`config.mk`:
```
export PLATFORM = sky130hd
export DESIGN_NAME = lsu_align_unit
export DESIGN_NICKNAME = d
export VERILOG_FILES = /design/src/rtl/lsu_pkg.sv /design/src/rtl/lsu_align_unit_extract.sv /design/src/rtl/lsu_align_unit.sv
export SDC_FILE = /design/constraint.sdc
export NUM_CORES = 1
export LEC_CHECK = 0
export BUFFER_PORTS_ARGS = -buffer_cell sky130_fd_sc_hd__buf_2
export CAP_MARGIN = 25
export CORE_MARGIN = 5
export CORE_UTILIZATION = 41
export CTS_CLUSTER_SIZE = 40
export DETAILED_ROUTE_END_ITERATION = 6
export GPL_TIMING_DRIVEN = 0
export SETUP_SLACK_MARGIN = 0.1
export SYNTH_ARGS = -nofsm -noshare
export SYNTH_HDL_FRONTEND = slang
export SYNTH_SLANG_ARGS = --single-unit
```
`constraint.sdc`:
```
create_clock -name clk -period 9.41 [get_ports clk]
set_clock_uncertainty 0.05 [all_clocks]
set_input_delay 0.941 -clock clk [delete_from_list [all_inputs] [get_ports clk]]
set_output_delay 0.941 -clock clk [all_outputs]
set_load 0.005 [all_outputs]
```
`src/rtl/lsu_pkg.sv`:
```
// Shared types and helpers for the load/store alignment unit.
package lsu_pkg;

    typedef enum logic [1:0] {
        SZ_B = 2'b00,
        SZ_H = 2'b01,
        SZ_W = 2'b10
    } lsu_size_e;

    localparam logic [1:0] SZ_FAULT = 2'b11;

    typedef enum logic [2:0] {
        IDLE,
        ISSUE0,
        ISSUE1,
        DRAIN,
        RESP
    } lsu_state_e;

    // Byte-enable mask across two consecutive words.
    function automatic logic [7:0] lsu_be8(input logic [1:0] sz,
                                           input logic [1:0] o);
        logic [7:0] m;
        unique case (1'b1)
            (sz == SZ_B): m = 8'h01;
            (sz == SZ_H): m = 8'h03;
            default:      m = 8'h0F;
        endcase
        return m << o;
    endfunction

    function automatic logic [1:0] lsu_nm1(input logic [1:0] sz);
        logic [1:0] n;
        unique case (1'b1)
            (sz == SZ_B): n = 2'd0;
            (sz == SZ_H): n = 2'd1;
            default:      n = 2'd3;
        endcase
        return n;
    endfunction

endpackage

```
`src/rtl/lsu_align_unit_extract.sv`:
```
// Load merge: shifts {w1,w0} down to the request offset and extends.
module lsu_load_extract
    import lsu_pkg::*;
(
    input  logic [31:0] w0_i,
    input  logic [31:0] w1_i,
    input  logic [1:0]  off_i,
    input  logic [1:0]  size_i,
    input  logic        uns_i,
    output logic [31:0] data_o
);

    logic [31:0] sh;

    assign sh = 32'({w1_i, w0_i} >> {off_i, 3'b000});

    always_comb begin
        data_o = sh;
        unique case (1'b1)
            (size_i == SZ_B): data_o = {{24{sh[7] & ~uns_i}}, sh[7:0]};
            (size_i == SZ_H): data_o = {{16{sh[15] & ~uns_i}}, sh[15:0]};
            default:          data_o = sh;
        endcase
    end

endmodule

```
`src/rtl/lsu_align_unit.sv`:
```
// Byte/half/word LSU issuing aligned word accesses with byte enables.
// Define LSU_MISALIGN_SPLIT_EN to split misaligned accesses in two.
module lsu_align_unit
    import lsu_pkg::*;
#(
    parameter int MEM_BYTES = 1024,
    parameter int AW        = 32
) (
    input  logic          clk,
    input  logic          rst,
    input  logic          req_valid,
    output logic          req_ready,
    input  logic          req_write,
    input  logic [1:0]    req_size,
    input  logic          req_unsigned,
    input  logic [AW-1:0] req_addr,
    input  logic [31:0]   req_wdata,
    output logic          mem_req,
    output logic          mem_we,
    output logic [AW-1:0] mem_addr,
    output logic [3:0]    mem_be,
    output logic [31:0]   mem_wdata,
    input  logic [31:0]   mem_rdata,
    output logic          rsp_valid,
    output logic [31:0]   rsp_rdata,
    output logic          rsp_fault
);

`ifdef LSU_MISALIGN_SPLIT_EN
    localparam bit SPLIT_EN = 1'b1;
`else
    localparam bit SPLIT_EN = 1'b0;
`endif

    localparam logic [AW:0] LIMIT = (AW+1)'(MEM_BYTES);

    lsu_state_e    state_q, state_d;
    logic          write_q, uns_q;
    logic [1:0]    size_q;
    logic [AW-1:0] addr_q;
    logic [31:0]   wdata_q, w0_q, rsp_rdata_q;
    logic          rsp_fault_q;

    logic          accept, in_split, in_fault;
    logic [1:0]    in_o;
    logic [7:0]    in_be8;
    logic [AW:0]   in_last;

    logic [1:0]    o;
    logic [7:0]    be8;
    logic [63:0]   wd64;
    logic          split;
    logic [AW-1:0] word0;
    logic [31:0]   ld_w0, ld_w1, ld_data;

    assign req_ready = (state_q == IDLE) && !rst;
    assign accept    = req_valid && req_ready;

    assign in_o     = req_addr[1:0];
    assign in_be8   = lsu_be8(req_size, in_o);
    assign in_split = |in_be8[7:4];
    assign in_last  = {1'b0, req_addr}
                    + {{(AW-1){1'b0}}, lsu_nm1(req_size)};

    always_comb begin
        in_fault = (req_size == SZ_FAULT) || (in_last >= LIMIT);
        if (!SPLIT_EN && (in_split
                || (req_size == SZ_H && in_o[0])
                || (req_size == SZ_W && in_o != 2'b00)))
            in_fault = 1'b1;
    end

    assign o     = addr_q[1:0];
    assign be8   = lsu_be8(size_q, o);
    assign wd64  = {32'h0, wdata_q} << {o, 3'b000};
    assign split = |be8[7:4];
    assign word0 = {addr_q[AW-1:2], 2'b00};

    always_comb begin
        state_d   = state_q;
        mem_req   = 1'b0;
        mem_we    = 1'b0;
        mem_addr  = '0;
        mem_be    = '0;
        mem_wdata = '0;
        unique case (state_q)
            IDLE: begin
                if (accept)
                    state_d = in_fault ? RESP : ISSUE0;
            end
            ISSUE0: begin
                mem_req   = 1'b1;
                mem_we    = write_q;
                mem_addr  = word0;
                mem_be    = be8[3:0];
                mem_wdata = wd64[31:0];
                if (split)
                    state_d = ISSUE1;
                else
                    state_d = write_q ? RESP : DRAIN;
            end
            ISSUE1: begin
                mem_req   = 1'b1;
                mem_we    = write_q;
                mem_addr  = word0 + AW'(4);
                mem_be    = be8[7:4];
                mem_wdata = wd64[63:32];
                state_d   = write_q ? RESP : DRAIN;
            end
            DRAIN:   state_d = RESP;
            RESP:    state_d = IDLE;
            default: state_d = IDLE;
        endcase
    end

    // In DRAIN the bus carries the last read; a split load parked w0 earlier.
    assign ld_w0 = split ? w0_q : mem_rdata;
    assign ld_w1 = split ? mem_rdata : 32'h0;

    lsu_load_extract u_extract (
        .w0_i   (ld_w0),
        .w1_i   (ld_w1),
        .off_i  (o),
        .size_i (size_q),
        .uns_i  (uns_q),
        .data_o (ld_data)
    );

    always_ff @(posedge clk) begin
        if (rst) begin
            state_q     <= IDLE;
            write_q     <= 1'b0;
            uns_q       <= 1'b0;
            size_q      <= 2'b00;
            addr_q      <= '0;
            wdata_q     <= '0;
            w0_q        <= '0;
            rsp_rdata_q <= '0;
            rsp_fault_q <= 1'b0;
        end else begin
            state_q <= state_d;
            if (accept) begin
                write_q <= req_write;
                uns_q   <= req_unsigned;
                size_q  <= req_size;
                addr_q  <= req_addr;
                wdata_q <= req_wdata;
            end
            if (state_q == ISSUE1)
                w0_q <= mem_rdata;
            // Entry from IDLE can only be a rejected request.
            if (state_d == RESP) begin
                rsp_fault_q <= (state_q == IDLE);
                rsp_rdata_q <= (state_q == DRAIN) ? ld_data : 32'h0;
            end
        end
    end

    assign rsp_valid = (state_q == RESP);
    assign rsp_rdata = rsp_rdata_q;
    assign rsp_fault = rsp_fault_q;

endmodule

```
==> key figures <==
Critical path
  – FF-to-FF setup slack: 6.34 ns
  – Worst Path Arrival: 3.52 ns
  – CP max FO: 10
  – CP max stage delay: 0.68 ns
  – Worst Setup End Kind: output pin
  – Reg2reg start: addr_q[0]
  – Highest-delay cell along the critical path: buf_1
  – Crit Path Class: reg2out
  – Worst Reg-to-Reg Cells: 10
  – Critical path startpoint category: register
  – Reg-to-Reg End: rsp_rdata[29]
  – Crit-path cells: buf_2 -> clkbuf_1 -> clkbuf_1 -> buf_1 -> nor2_1 -> nand2_1 -> o21ai_0 -> buf_2
  – Crit path required time: 8.42 ns

STA
  – Final period utilization: 0.479
  – RSZ-0062 raised after global routing: no
  – Worst-Margin Slew: 0.936 ns
  – Slew Limit Headroom: 0.376
  – Final hold violations: 0
  – Setup violators final: 0
  – Maximum achievable frequency: 222 MHz
  – Setup_tns: 0 ns
  – Tmin final: 4.51 ns
  – Pins Over Slew Limit: 0

Route
  – Routed Antenna Nets: 0
  – Final WL: 30.3 mm
  – Per-cell routed wire length: 19.3 µm
  – Routed vias/inst: 5.60
  – DR iter-0 viols: 724
  – Vias: 8799
  – DRT Pass-1 Iters: 6
  – DRC errors left: 0

Synth
  – Main synth FF type: dfxtp_1
  – Gate Count Post-Synth: 1072
  – Simple-Gate Fraction of Synth Area: 0.222
  – Avg Cell Area, Syn: 7.66 µm²
  – Largest family of logic cells by synthesized area: compound AO/OA/AOI/OAI gates
  – Synth cell types: 68
  – EDFF count, synth: 0
  – Sequential element share of the synthesized area: 0.314
  – Multiplexer share of the synthesized area: 0.148
  – Syn. warnings: 0
  – Synth Area in Adders: 0.00701
  – Cell Area, Synth: 8210 µm²
  – Synth Register Bits: 129
  – Xor and xnor area share after synthesis: 0.0149
  – Share of flip-flops with an asynchronous set or reset: 0
  – Compound-Gate Fraction of Synth Area: 0.239

Placed design
  – Port bufs: 203
  – Routability congestion estimate: 0.935
  – Detailed placer's ending HPWL: 23.1 mm
  – Dpl cells: 1541

Cells and area
  – Fillers: 2005
  – Post-layout net count: 1402
  – Most frequent cells in the layout: nand2_1 (259), buf_2 (211), dfxtp_1 (129)
  – Layout cells sized above 1: 0.241
  – Post-Layout Cell Count: 1572
  – Most common cell after layout, fill and taps aside: nand2_1
  – Multi-input logic area: 5190 µm²
  – # diodes: 0
  – FF+latch area: 2580 µm²
  – Area grow syn2layout: 23.8%

Floorplan
  – Die height: 152 µm
  – Die Area: 23000 µm²
  – Row cnt: 51
  – Die Span X: 152 µm
  – Core area: 19600 µm²
  – I/O pins: 208
  – Initial Utilization: 0.419

Clock network
  – CTS clock-pin slew for the worst setup and hold paths: 0.06 ns
  – Root buffer cell: clkbuf_16
  – Setup Fix Bufs, Post-CTS: 0
  – Total CTS buffers: 17
  – CTS HTree Levels: 4
  – CTS tree: yes
  – CTS hold repair buffers: 0
  – Max Buffers Root-to-Sink: 2
  – Worst skew pair latency: 0.44 ns
  – Post-CTS sizing: 0
  – Clock tree sinks: 129

Power
  – P_leak: 0.00411 µW
  – Power Density: 142 nW/µm²
  – Pwr Total: 1440 µW
  – Peak supply drop: 0.119 mV

GRT
  – Pin count of the biggest net entering global routing: 17
  – All-Layer GR Usage: 0.259
  – Antenna violations before repair: 1
  – First-pass GRT wire length: 46.1 mm
  – GR Overflow Total: 0
  – Vias in the first global route: 8471

Hold path
  – HP Start: w0_q[26]
  – Cells on Worst Hold Path: 2
  – Type of the tightest min-delay check: reg2reg
  – Worst Hold Path EP: w0_q[26]

Job
  – Max Cap Viol: 0

Run status
  – Run status: complete, no violations
==> kinds of logic after synthesis <==
logic type / Yosys count
other cells: 1
buf+inv: 107
simple gates: 400
fa+ha+maj: 4
xor+xnor: 14
compound gates: 310
flops: 129
mux: 107
==> layer usage <==
metal	track usage	wire (µm)	share of wire	up-vias
met2	0.418	13900	0.46	358
li1	-	-	-	4287
met1	0.346	13300	0.44	4101
met5	0	8	0.00026	-
met3	0.0577	2430	0.080	51
met4	0.0786	651	0.021	2
==> critical path, delay by kind of cell (launching register included) <==
kind,cells,cell delay (ns)
flip-flops,1,0.30
buffers and inverters,5,2.10
AND/OR/NAND/NOR,2,0.54
AO/OA/AOI/OAI,1,0.15
==> cells in the mapped netlist (3+ instances only) <==
| cell | number | share of area |
|---|---|---|
| a31oi_1 | 6 | 0.0046 |
| a21oi_1 | 118 | 0.072 |
| xor2_1 | 8 | 0.0085 |
| a211o_1 | 5 | 0.0053 |
| nor3_1 | 7 | 0.0043 |
| nand4_1 | 15 | 0.011 |
| dfxtp_1 | 129 | 0.31 |
| a211o_2 | 3 | 0.0037 |
| a22oi_1 | 17 | 0.016 |
| buf_1 | 10 | 0.0046 |
| o21ai_0 | 73 | 0.044 |
| mux4_2 | 10 | 0.027 |
| o22ai_1 | 10 | 0.0076 |
| inv_1 | 17 | 0.0078 |
| or4_1 | 3 | 0.0027 |
| buf_6 | 3 | 0.0041 |
| mux2i_1 | 80 | 0.098 |
| o31ai_1 | 3 | 0.0027 |
| nand3_1 | 24 | 0.015 |
| a22o_2 | 16 | 0.020 |
| o21a_1 | 3 | 0.0027 |
| xnor2_1 | 6 | 0.0064 |
| nand2_1 | 259 | 0.12 |
| or2_2 | 4 | 0.0030 |
| nand4_4 | 3 | 0.0078 |
| and3_1 | 11 | 0.0084 |
| buf_2 | 8 | 0.0049 |
| mux2_2 | 17 | 0.023 |
| nor2_1 | 35 | 0.016 |
| clkbuf_1 | 66 | 0.030 |
| a2111oi_0 | 8 | 0.0085 |
| a211oi_1 | 11 | 0.010 |
| ha_1 | 3 | 0.0046 |
| o2bb2ai_1 | 15 | 0.016 |
| and2_1 | 16 | 0.012 |
| nor4_1 | 8 | 0.0061 |
==> worst max path at each step <==
stage	slack (ns)	start	to
2_1_floorplan	5.72	req_size[1]	rsp_rdata[10]
3_3_place_gp	5.24	req_size[1]	rsp_rdata[23]
3_5_place_dp	5.23	req_size[1]	rsp_rdata[0]
4_1_cts	4.95	addr_q[0]	mem_wdata[2]
5_1_grt	4.78	addr_q[9]	mem_addr[31]
6_report	4.90	addr_q[0]	mem_wdata[2]
==> registers in the layout (all words and copies together), names as in the netlist <==
signal and flops:
wdata_q 32, write_q 1, state_q 3, rsp_fault 1, rsp_rdata 32, w0_q 25
size_q 2, uns_q 1, addr_q 32
==> stage by stage <==
step                      hold WS [ns]  cell area, µm²   util  worst slack, ns
after global placement           0.392            9560  0.488             5.24
after global routing             0.413           10200  0.519             4.78
after floorplan                  0.383            8220      -             5.72
after detailed placement         0.393            9560  0.488             5.23
final                            0.403           10200  0.519             4.90
after CTS                        0.404           10200  0.519             4.95
==> power breakdown <==
part | switching, µW | total [µW] | internal [µW]
clock network | 260 | 683 | 423
logic | 113 | 183 | 70.5
registers | 17.9 | 578 | 561
total | 390 | 1440 | 1050
==> area by class of cell <==
type,count,share of cell area
multi-input cells,837,0.511
flip-flops and latches,129,0.254
repair buffers,203,0.100
clock buffers,19,0.0436
plain buffers,89,0.0368
well taps,265,0.0326
clock inverters,12,0.0156
inverters,18,0.00665
No activity file was read; power rests on OpenSTA's default activity.
